==> src/rtl/scr1_jal_tap_pkg.sv <==
// Shared definitions for the IMEM JAL tap: response codes, opcodes and the record layout.
// The jalr field of the record exists only when SCR1_JAL_TAP_JALR_EN is defined.
package scr1_jal_tap_pkg;

    localparam logic [1:0] SCR1_MEM_RESP_NOTRDY = 2'b00;
    localparam logic [1:0] SCR1_MEM_RESP_RDY_OK = 2'b01;
    localparam logic [1:0] SCR1_MEM_RESP_RDY_ER = 2'b10;

    localparam logic [6:0] SCR1_OPC_JAL  = 7'b1101111;
    localparam logic [6:0] SCR1_OPC_JALR = 7'b1100111;

    typedef struct packed {
        logic [31:0] pc;
        logic [31:0] instr;
        logic [31:0] target;
`ifdef SCR1_JAL_TAP_JALR_EN
        logic        jalr;
`endif
    } type_jal_rec_s;

    // J-type immediate, sign-extended to 32 bits
    function automatic logic [31:0] jal_imm(input logic [31:0] instr);
        return {{11{instr[31]}}, instr[31], instr[19:12], instr[20], instr[30:21], 1'b0};
    endfunction

endpackage

==> src/rtl/scr1_jal_tap_fifo.sv <==
// Generic synchronous FIFO with first-word fall-through head; DEPTH must be at least 2.
// A push into a full FIFO is accepted only when a pop happens in the same cycle.
module scr1_jal_tap_fifo #(
    parameter int WIDTH = 32,
    parameter int DEPTH = 2
) (
    input  logic             clk,
    input  logic             rst,
    input  logic             push,
    input  logic [WIDTH-1:0] wdata,
    input  logic             pop,
    output logic [WIDTH-1:0] rdata,
    output logic             full,
    output logic             empty
);

    localparam int PTR_W = (DEPTH > 1) ? $clog2(DEPTH) : 1;
    localparam int CNT_W = $clog2(DEPTH + 1);

    logic [WIDTH-1:0] mem [DEPTH];
    logic [PTR_W-1:0] wr_ptr;
    logic [PTR_W-1:0] rd_ptr;
    logic [CNT_W-1:0] count;
    logic             do_push;
    logic             do_pop;

    // Explicit wrap keeps non-power-of-2 depths correct
    function automatic logic [PTR_W-1:0] next_ptr(input logic [PTR_W-1:0] p);
        return (p == PTR_W'(DEPTH - 1)) ? '0 : p + 1'b1;
    endfunction

    assign empty   = (count == '0);
    assign full    = (count == CNT_W'(DEPTH));
    assign do_pop  = pop & ~empty;
    assign do_push = push & (~full | do_pop);
    assign rdata   = mem[rd_ptr];

    always_ff @(posedge clk) begin
        if (rst) begin
            wr_ptr <= '0;
            rd_ptr <= '0;
            count  <= '0;
        end else begin
            if (do_push) begin
                wr_ptr <= next_ptr(wr_ptr);
            end
            if (do_pop) begin
                rd_ptr <= next_ptr(rd_ptr);
            end
            case ({do_push, do_pop})
                2'b10:   count <= count + 1'b1;
                2'b01:   count <= count - 1'b1;
                default: count <= count;
            endcase
        end
    end

    always_ff @(posedge clk) begin
        if (do_push) begin
            mem[wr_ptr] <= wdata;
        end
    end

endmodule

==> src/rtl/scr1_imem_jal_tap.sv <==
// Passive IMEM monitor: pairs in-order responses with fetch addresses and queues JAL records.
// Define SCR1_JAL_TAP_JALR_EN to also record JALR fetches (target reported as 0).
module scr1_imem_jal_tap
    import scr1_jal_tap_pkg::*;
#(
    parameter int ADDRQ_DEPTH = 2,
    parameter int REC_DEPTH   = 4,
    parameter int CNT_W       = 16
) (
    input  logic             clk,
    input  logic             rst,
    input  logic             imem_req,
    input  logic             imem_req_ack,
    input  logic [31:0]      imem_addr,
    input  logic [1:0]       imem_resp,
    input  logic [31:0]      imem_rdata,
    output logic             rec_vd,
    input  logic             rec_rdy,
    output logic [31:0]      rec_pc,
    output logic [31:0]      rec_instr,
    output logic [31:0]      rec_target,
    output logic             rec_jalr,
    output logic [CNT_W-1:0] drop_cnt,
    output logic             addrq_err
);

    logic          accept;
    logic          resp_any;
    logic          aq_pop;
    logic          aq_full;
    logic          aq_empty;
    logic [31:0]   aq_head;
    logic          is_jal;
    logic          is_match;
    logic          rec_push;
    logic          rec_pop;
    logic          rec_full;
    logic          rec_empty;
    logic          rec_drop;
    type_jal_rec_s rec_in;
    type_jal_rec_s rec_head;

    assign accept   = imem_req & imem_req_ack;
    assign resp_any = (imem_resp != SCR1_MEM_RESP_NOTRDY);
    assign aq_pop   = resp_any & ~aq_empty;

    scr1_jal_tap_fifo #(
        .WIDTH (32),
        .DEPTH (ADDRQ_DEPTH)
    ) i_addrq (
        .clk   (clk),
        .rst   (rst),
        .push  (accept),
        .wdata (imem_addr),
        .pop   (aq_pop),
        .rdata (aq_head),
        .full  (aq_full),
        .empty (aq_empty)
    );

    assign is_jal = (imem_rdata[6:0] == SCR1_OPC_JAL);

`ifdef SCR1_JAL_TAP_JALR_EN
    logic is_jalr;
    assign is_jalr  = (imem_rdata[6:0] == SCR1_OPC_JALR) & (imem_rdata[14:12] == 3'b000);
    assign is_match = is_jal | is_jalr;
`else
    assign is_match = is_jal;
`endif

    // Record contents come straight from the queue head and the response word
    always_comb begin
        rec_in        = '0;
        rec_in.pc     = aq_head;
        rec_in.instr  = imem_rdata;
        rec_in.target = is_jal ? (aq_head + jal_imm(imem_rdata)) : 32'h0;
`ifdef SCR1_JAL_TAP_JALR_EN
        rec_in.jalr   = is_jalr;
`endif
    end

    assign rec_push = (imem_resp == SCR1_MEM_RESP_RDY_OK) & ~aq_empty & is_match;
    assign rec_pop  = ~rec_empty & rec_rdy;
    assign rec_drop = rec_push & rec_full & ~rec_pop;

    scr1_jal_tap_fifo #(
        .WIDTH ($bits(type_jal_rec_s)),
        .DEPTH (REC_DEPTH)
    ) i_recq (
        .clk   (clk),
        .rst   (rst),
        .push  (rec_push),
        .wdata (rec_in),
        .pop   (rec_pop),
        .rdata (rec_head),
        .full  (rec_full),
        .empty (rec_empty)
    );

    always_ff @(posedge clk) begin
        if (rst) begin
            drop_cnt <= '0;
        end else if (rec_drop && !(&drop_cnt)) begin
            drop_cnt <= drop_cnt + 1'b1;
        end
    end

    // Sticky until reset: overflow of the address queue or an unmatched response
    always_ff @(posedge clk) begin
        if (rst) begin
            addrq_err <= 1'b0;
        end else if ((accept & aq_full & ~aq_pop) | (resp_any & aq_empty)) begin
            addrq_err <= 1'b1;
        end
    end

    assign rec_vd     = ~rec_empty;
    assign rec_pc     = rec_vd ? rec_head.pc     : 32'h0;
    assign rec_instr  = rec_vd ? rec_head.instr  : 32'h0;
    assign rec_target = rec_vd ? rec_head.target : 32'h0;
`ifdef SCR1_JAL_TAP_JALR_EN
    assign rec_jalr   = rec_vd & rec_head.jalr;
`else
    assign rec_jalr   = 1'b0;
`endif

endmodule

==> config.mk <==
export PLATFORM = sky130hd
export DESIGN_NAME = scr1_imem_jal_tap
export DESIGN_NICKNAME = d
export VERILOG_FILES = /design/src/rtl/scr1_jal_tap_pkg.sv /design/src/rtl/scr1_jal_tap_fifo.sv /design/src/rtl/scr1_imem_jal_tap.sv
export SDC_FILE = /design/constraint.sdc
export NUM_CORES = 1
export LEC_CHECK = 0
export CORE_MARGIN = 2
export CORE_UTILIZATION = 35
export DETAILED_ROUTE_END_ITERATION = 16
export PLACE_DENSITY = 0.65
export SETUP_SLACK_MARGIN = 0.05
export SYNTH_ARGS = -nofsm -noshare
export SYNTH_HDL_FRONTEND = slang
export SYNTH_SLANG_ARGS = --single-unit
==> constraint.sdc <==
create_clock -name clk -period 5.8 [get_ports clk]
set_clock_uncertainty 0.15 [all_clocks]
set_input_delay 1.16 -clock clk [delete_from_list [all_inputs] [get_ports clk]]
set_output_delay 1.16 -clock clk [all_outputs]
set_load 0.01 [all_outputs]
---- Yosys cells after proc, flatten, opt, wreduce, memory -nomap -nowiden ----
Memory sizes are Yosys's and may differ from the RTL's. A register that Yosys moved wholly into a read port is not among the register bits.
Cells that the tools add are included.
storage, ports and cells
  register bits after elaboration ......... 28
  RAM bits ................................ 448
  input bits .............................. 71
  output and inout bits ................... 115
  word-level logic and storage cells ...... 79
  memories ................................ 2
memories
  memory       depth  bits a word  read ports  clocked after Yosys merged registers in  write ports  line                     text
  i_recq.mem   4      96           1           1                                        1            scr1_jal_tap_fifo.sv:20  logic [WIDTH-1:0] mem [DEPTH];
  i_addrq.mem  2      32           1           1                                        1            scr1_jal_tap_fifo.sv:20
cells by class
  $add $sub $neg .......................... 10
  eq/ne operators ......................... 10
  mux-type cells .......................... 18
  bitwise operators ....................... 23
  reductions and logical operators ........ 8
operator list
  cell                                                  number
  2-to-1 mux 32 bit                                     4
  adder 32 bit                                          1
  adder 16 x 1 -> 16 bit (second input constant)        1
  AND reduction 16 bit                                  1
  AND 1 bit                                             14
  equality test 2 bit (second input constant)           5
  2-to-1 mux 1 bit                                      8
  2-to-1 mux 2 bit                                      4
  equality test 7 bit (second input constant)           1
  adder 2 x 1 -> 2 bit (second input constant)          3
  equality test 2 x 1 -> 1 bit (second input constant)  3
  NOT 1 bit                                             6
  one-hot mux 3 bit (2 select lines)                    1
  nonzero test 2 bit                                    3
  one-hot mux 2 bit (2 select lines)                    1
  adder 3 x 1 -> 3 bit (second input constant)          1
  equality test 3 bit (second input constant)           1
  zero test 3 bit                                       1
  OR 1 bit                                              3
  subtractor 3 x 1 -> 3 bit (second input constant)     1
  adder 1 bit (second input constant)                   2
  zero test 2 bit                                       1
  subtractor 2 x 1 -> 2 bit (second input constant)     1
  logical AND 1 bit                                     1
  zero test 1 bit                                       1

---- Logic depth before layout (Yosys ltp) ----
Gate-level depths: netlist (run 1).
  depth after elaboration ................. 8
  gate-level depth with buffers ........... 13
  gate-level depth less buffers ........... 11

---- Hierarchy ----
From an unflattened synthesis (run 1), not the netlist that was laid out.
second synthesis, totals
  cell total of the unflattened synthesis .. 1190
  area total of the unflattened synthesis .. 20338.3 um^2
by module, submodules not included
  module                        instances  cells an instance  area an instance (um^2)  sequential area each (um^2)
  scr1_jal_tap_fifo at i_recq   1          561                14371.3                  11711.2
  scr1_imem_jal_tap             1          499                3399.5                   340.3
  scr1_jal_tap_fifo at i_addrq  1          130                2567.5                   2021.9

---- Worst setup path before layout (run 1) ----
Ideal clock, no wire load.
  kind .................................... input to register
  from .................................... in imem_rdata[4]
  to ...................................... mem i_recq.mem[1][0] in the netlist's numbering (enable)
  setup time .............................. 0.466 ns
  arrival ................................. 4.406 ns
  required time ........................... 5.184 ns
  path slack .............................. 0.779 ns
  stages on the path ...................... 6
  path buffers ............................ 1
  path through ............................ and4b_1 -> and4_1 -> buf_2 -> nand2_1 -> nor2_1 -> and2_1
between the ends
  cells in the longest elaborated chain, start to end .. 5
RTL lines
  what                                    line                     text
  from (decl)                             scr1_imem_jal_tap.sv:16  input logic [31:0] imem_rdata,
  equality test 7 bit                     scr1_imem_jal_tap.sv:61  assign is_jal = (imem_rdata[6:0] == SCR1_OPC_JAL);
  AND 1 bit                               scr1_imem_jal_tap.sv:82  assign rec_push = (imem_resp == SCR1_MEM_RESP_RDY_OK) & ~aq_empty & is_match;
  AND 1 bit                               scr1_jal_tap_fifo.sv:35  assign do_push = push & (~full | do_pop);
  2-to-1 mux 1 bit                        scr1_jal_tap_fifo.sv:59  if (do_push) begin
  2-to-1 mux 1 bit (implied by the code)  scr1_jal_tap_fifo.sv:60  mem[wr_ptr] <= wdata;
  to (decl)                               scr1_jal_tap_fifo.sv:20
Every way passes these cells.

==> results of run 1 <==
state kept, by name, indices dropped and copies added (netlist names), named ones only:
signal / count
addrq_err: 1
drop_cnt: 16
i_addrq.count: 2
i_addrq.mem: 64
i_addrq.rd_ptr: 1
i_addrq.wr_ptr: 1
i_recq.count: 3
i_recq.mem: 384
i_recq.rd_ptr: 2
i_recq.wr_ptr: 2
cells by family after synthesis:
family / count (synthesis) / share of synthesized area [%]
AOI/OAI and AO/OA: 105 / 3.56
muxes: 131 / 12.8
buffers and inverters: 55 / 1.10
DFF: 479 / 70.8
and+or+nand+nor: 271 / 7.18
xor gates and xnor gates: 43 / 1.96
adders and majority gates: 39 / 2.53
other: 1 / 0.0189
through the flow:
| stage | hold slack, ps | setup WS, ps | area, um2 |
|---|---|---|---|
| 2_1_floorplan | 304 | 779 | 19900 |
| 3_3_place_gp | 310 | 1210 | 22700 |
| 3_5_place_dp | 326 | 1100 | 22700 |
| 4_1_cts | 356 | 1350 | 24200 |
| 5_1_grt | 378 | 1250 | 24200 |
| 6_report | 346 | 1450 | 24200 |
final cells by class:
cell class | instances | share of cell area, %
well taps | 756 | 3.91
clock buffers | 65 | 5.31
repair buffers | 198 | 8.41
flip-flops and latches | 479 | 58.2
inverters | 10 | 0.155
multi-input cells | 590 | 23.2
clock inverters | 21 | 0.802
cell usage in the layout (no fill, tap or decap), types with 3 or more instances in the layout:
cell | synthesis | final
xor2_1 | 27 | 27
dfxtp_1 | 31 | 29
bufinv_16 | 0 | 3
ha_1 | 37 | 37
and2_1 | 106 | 102
and3_1 | 4 | 4
and4_1 | 3 | 3
o21ai_1 | 3 | 3
clkinv_2 | 0 | 8
a41oi_1 | 3 | 3
nor2_1 | 75 | 73
or3_1 | 6 | 5
nand2_1 | 36 | 36
edfxtp_1 | 448 | 448
nor2b_1 | 3 | 3
nand4_1 | 10 | 10
nand3_1 | 15 | 15
clkdlybuf4s50_1 | 0 | 184
clkinv_1 | 0 | 6
o21bai_1 | 4 | 4
a21o_1 | 12 | 12
buf_4 | 1 | 7
a21oi_1 | 36 | 36
mux2i_1 | 3 | 3
and2_4 | 0 | 4
clkbuf_16 | 0 | 48
a211oi_1 | 4 | 4
o21ai_0 | 18 | 18
nor3_1 | 5 | 5
mux2_2 | 32 | 32
buf_12 | 0 | 7
inv_1 | 9 | 9
xnor2_1 | 15 | 15
clkbuf_1 | 29 | 15
mux4_2 | 96 | 96
power breakdown:
part | leakage [nW] | switching [mW] | internal [mW]
Clock | 0.722 | 1.26 | 1.69
Sequential | 4.53 | 0.0327 | 3.84
Combinational | 2.70 | 0.553 | 0.458
Total | 7.95 | 1.85 | 5.98
critical path: stages (launching register included):
cell and delay (ps):
dfxtp_4 750, buf_12 360, mux4_2 600, and2_1 190
clkdlybuf4s50_1 480
per-layer routing:
metal,vias to the layer above,GRT usage [%]
met5,-,0
met4,4,4.12
met3,72,3.42
met2,241,23.5
met1,5354,20.7
li1,4822,-
worst paths after layout:
check,endpoint,depth (start not counted),from,slack [ps]
hold / removal,addrq_err,2,addrq_err,350
setup / recovery,rec_instr[30],4,flip-flop,1450
setup reg to reg,i_recq.mem[3][28],10,flip-flop,1830
hold reg to reg,addrq_err,2,addrq_err,350
==> summary.txt, run 1 <==
Power
  – Max IR drop VDD: 0.000205 V
  – Power Dens Cells: 324 mW/mm2
  – Power consumption: 7.83 mW
  – Leak: 7.95 nW

Placed design
  – GPL Wtd Cong: 0.789
  – Post-detail-place hpwl: 28,800 um
  – Placed insts: 2,033
  – PortBufs: 184

Yosys
  – Synth cell types: 62
  – Synth area leaders: edfxtp_1 68%, mux4_2 11%, and2_1 3.3%
  – Yosys Warn Count: 0
  – Ys async rst share: 0%
  – Seq cells post-synth: 479
  – Seq/Total Area, Yosys: 70.8%
  – Number of flops mapped to enable cells by yosys: 448
  – Synth top area share: 67.7%
  – Primary FF master, synth: edfxtp_1
  – Synth top cells by count: 448 x edfxtp_1, 106 x and2_1, 96 x mux4_2
  – Syn Nets: 1,234
  – Cells after Synth: 1,124
  – Area of the mapped netlist: 0.0199 mm2
  – Count leader, synth: edfxtp_1
  – Syn Area/Cell: 17.7 um2
  – Cell taking the most area after synthesis: edfxtp_1

CTS
  – CTS H-tree depth: 2
  – Bufs on Longest Clock Path: 3
  – Postcts setup bufs: 0
  – CTS Buf Count: 47
  – Clk Latency, worst-skew pair: 580 ps
  – Root Buffer: clkbuf_16
  – Hold buffer count at CTS: 0
  – CTS tree: done
  – TritonCTS Sinks: 479
  – Post_cts resized: 0
  – Worst-path clk slew: 60 ps

Flow run
  – Max-cap violations: 0

Route
  – Met1 Wirelength: 19,900 um
  – Vias: 10,493
  – DR pass1 iterations: 5
  – Max Used Layer: met5
  – Vias per cell: 4.95
  – Routed WL: 43,800 um
  – Met2 WL: 20,500 um
  – DRT antenna net count: 0
  – DR WL/cell: 20.7 um
  – DR iter-0 viols: 657
  – Met3 WL: 2330 um
  – DRC: 0

Timing
  – Final setup viols: 0
  – Final worst path period share: 75.0%
  – Period minus WS final: 4350 ps
  – Worst slew pin tran: 1150 ps
  – Final Max Tran Viols: 0
  – Normalized max-slew margin: 23.2%
  – Max Fclk: 0.230 GHz
  – Endpoints failing hold: 0
  – Unrepaired setup endpoints after global routing: false
  – Fin Setup TNS: 0 ps

Worst setup path
  – Crit path required time: 4490 ps
  – Worst setup EP type: output pin
  – Largest fanout on the critical path: 37
  – Critical Path Start Type: flip-flop
  – CP Class: reg -> out
  – Arrival @ worst endpoint: 3040 ps

Die
  – Core area: 0.0563 mm2
  – Starting Density: 35.3%
  – Die Ht: 242 um
  – FP Rows: 87
  – Die footprint: 0.0587 mm2
  – # IOs: 186
  – Die Width: 242 um

Final layout
  – Multi-input logic area: 0.00561 mm2
  – Final core occ: 43.0%
  – Layout cells sized above 1: 16.7%
  – Reg area: 0.0141 mm2
  – Fillers: 4,948
  – Fin cells: 2,119
  – N_diodes: 0
  – Nets: 1,436
  – Area grow syn2layout: 21.7%

GRT
  – Grt ovf: 0
  – Initial antenna violation count: 4
  – GRT Total Usage: 14.9%
  – Vias in the first global route: 10,847
  – Largest net degree at the start of global routing: 101
  – First-pass GRT wire length: 67,000 um

Status
  – Status: complete, no violations

Worst hold path
  – Hold WC Path Type: reg -> reg
No activity file was read; power rests on OpenSTA's default activity.
==> run 2, diff against run 1 <==
Settings changed: PLACE_DENSITY 0.65 to 0.67.
Clock period 5.8 ns to 3.74 ns, I/O delays scaled along.
==> summary.txt, run 2 (synthesis gave the netlist of run 1 again) <==
Status
  – Status: complete, no violations

Die
  – Core area: 0.0563 mm2
  – Die Ht: 242 um
  – FP Rows: 87
  – Starting Density: 35.3%
  – Die footprint: 0.0587 mm2
  – # IOs: 186
  – Die Width: 242 um

CTS
  – Worst-path clk slew: 50 ps
  – CTS H-tree depth: 2
  – Bufs on Longest Clock Path: 3
  – Clk Latency, worst-skew pair: 570 ps
  – Root Buffer: clkbuf_16
  – CTS Buf Count: 50
  – Hold buffer count at CTS: 0
  – TritonCTS Sinks: 479
  – CTS tree: done

GRT
  – Largest net degree at the start of global routing: 53
  – Grt ovf: 0
  – First-pass GRT wire length: 68,400 um
  – GRT Total Usage: 15.2%
  – Vias in the first global route: 11,479
  – Initial antenna violation count: 4

Final layout
  – Max reg flops: 384
  – Reg area: 0.0141 mm2
  – Multi-input logic area: 0.00564 mm2
  – Top reg by flops: i_recq.mem
  – Layout cells sized above 1: 20.9%
  – Most frequent cells in the layout: 448 x edfxtp_1, 184 x clkdlybuf4s50_1, 102 x and2_1, 96 x mux4_2, 72 x nor2_1
  – Fillers: 4,939
  – Largest registers: i_recq.mem (384), i_addrq.mem (64), drop_cnt (16)
  – Finished Cell Area: 0.0248 mm2
  – Nets: 1,499
  – Area grow syn2layout: 24.8%
  – Most common cell after layout, fill and taps aside: edfxtp_1

Timing
  – Final Max Tran Viols: 0
  – Normalized max-slew margin: 31.6%
  – Final setup viols: 0
  – Worst setup margin: 198 ps
  – Unrepaired setup endpoints after global routing: false
  – Endpoints failing hold: 0
  – Worst slew pin tran: 1020 ps
  – Final worst path period share: 94.7%
  – Max Fclk: 0.282 GHz
  – Period minus WS final: 3540 ps

Power
  – Max IR drop VDD: 0.000271 V
  – Leak: 8.31 nW
  – Power Dens Cells: 499 mW/mm2
  – Clock power share: 37.7%
  – Power consumption: 12.4 mW
  – Sw Pwr: 2.89 mW
  – Sw Share: 23.4%
  – Logic pwr share: 13.9%
  – Internal cell power: 9.49 mW
  – Sequential group share of total power: 48.4%

Worst setup path
  – Arrival @ worst endpoint: 2640 ps
  – Critical Path Start Type: flip-flop
  – CP Class: reg -> out
  – Crit path required time: 2840 ps
  – Largest fanout on the critical path: 17
  – Worst setup EP type: output pin
  – Worst r2r path cells: 12

Placed design
  – GPL Wtd Cong: 0.851
  – PortBufs: 184
  – Post-detail-place hpwl: 29,800 um
  – DP Worst Slack: -207 ps
  – Post-placement cell area: 0.0232 mm2

Worst hold path
  – Hold path cells: 2
  – Min-delay src: i_recq.rd_ptr[1]
  – Hold WC Path Type: reg -> reg

Route
  – Vias: 10,740
  – DR WL/cell: 20.4 um
  – DRC: 0
  – DR pass1 iterations: 5
  – DRT antenna net count: 0
  – Vias per cell: 4.92
  – DR iter-0 viols: 705
  – Routed WL: 44,600 um

Flow run
  – Max-cap violations: 0
-- run 2: changes by cell type in the layout (fill, tap and decap cells not counted), moves of 2 or more --
cell and delta:
buf_4 +53, clkinv_2 +2, buf_12 +6, clkbuf_2 +2, clkbuf_16 +4, clkbuf_1 -5
-- run 2: final cells by class --
cell class | count | share of cell area (%)
clock inverter | 21 | 0.656
clock buffer | 66 | 5.55
sequential | 479 | 56.8
tap | 756 | 3.81
multi-input combinational | 590 | 22.7
antenna | 1 | 0.0101
inverter | 10 | 0.151
timing repair buffer | 258 | 10.3
-- run 2: layer usage --
| metal | track usage [%] | vias up | routed length (um) |
|---|---|---|---|
| met5 | 0 | - | 43 |
| met4 | 4.41 | 6 | 900 |
| met3 | 3.25 | 64 | 2190 |
| met2 | 24.6 | 233 | 21400 |
| met1 | 20.8 | 5488 | 20000 |
| li1 | - | 4949 | - |
-- run 2: power groups by stage --
stage,clock [mW],combinational (mW),sequential [mW]
after floorplan,0,1.02,6.09
after detailed placement,0,1.72,6.10
after global placement,0,1.70,6.10
after global routing,5.01,1.89,5.99
after CTS,4.80,1.73,5.99
final,4.67,1.72,5.99
-- run 2: final timing paths --
check                      endpoint  slack, ps
hold reg to reg           flip-flop        340
setup reg to reg  i_recq.mem[1][28]        250
setup / recovery          rec_pc[0]        200
hold / removal            flip-flop        340
-- run 2: worst max-delay path: stages (launching register included) --
cell             delay (ps)
dfxtp_4                 440
buf_4                   380
mux4_2                  550
and2_1                  200
clkdlybuf4s50_1         490
-- run 2: metrics by stage --
stage	hold WS, ps	utilization [%]	TNS, ps	instances
detailed placement	336	41.3	-5550	2092
global route	373	44.1	0	2180
global placement	309	41.3	-2260	2092
CTS	340	44.0	0	2179
floorplan	304	-	0	1124
finish	338	44.1	0	2181
-- run 2: what timing repair did --
item	4_1_cts	5_1_grt
pin swaps	0	1
setup endpoints to repair	4	36
resized for setup	1	6
buffers inserted	0	1
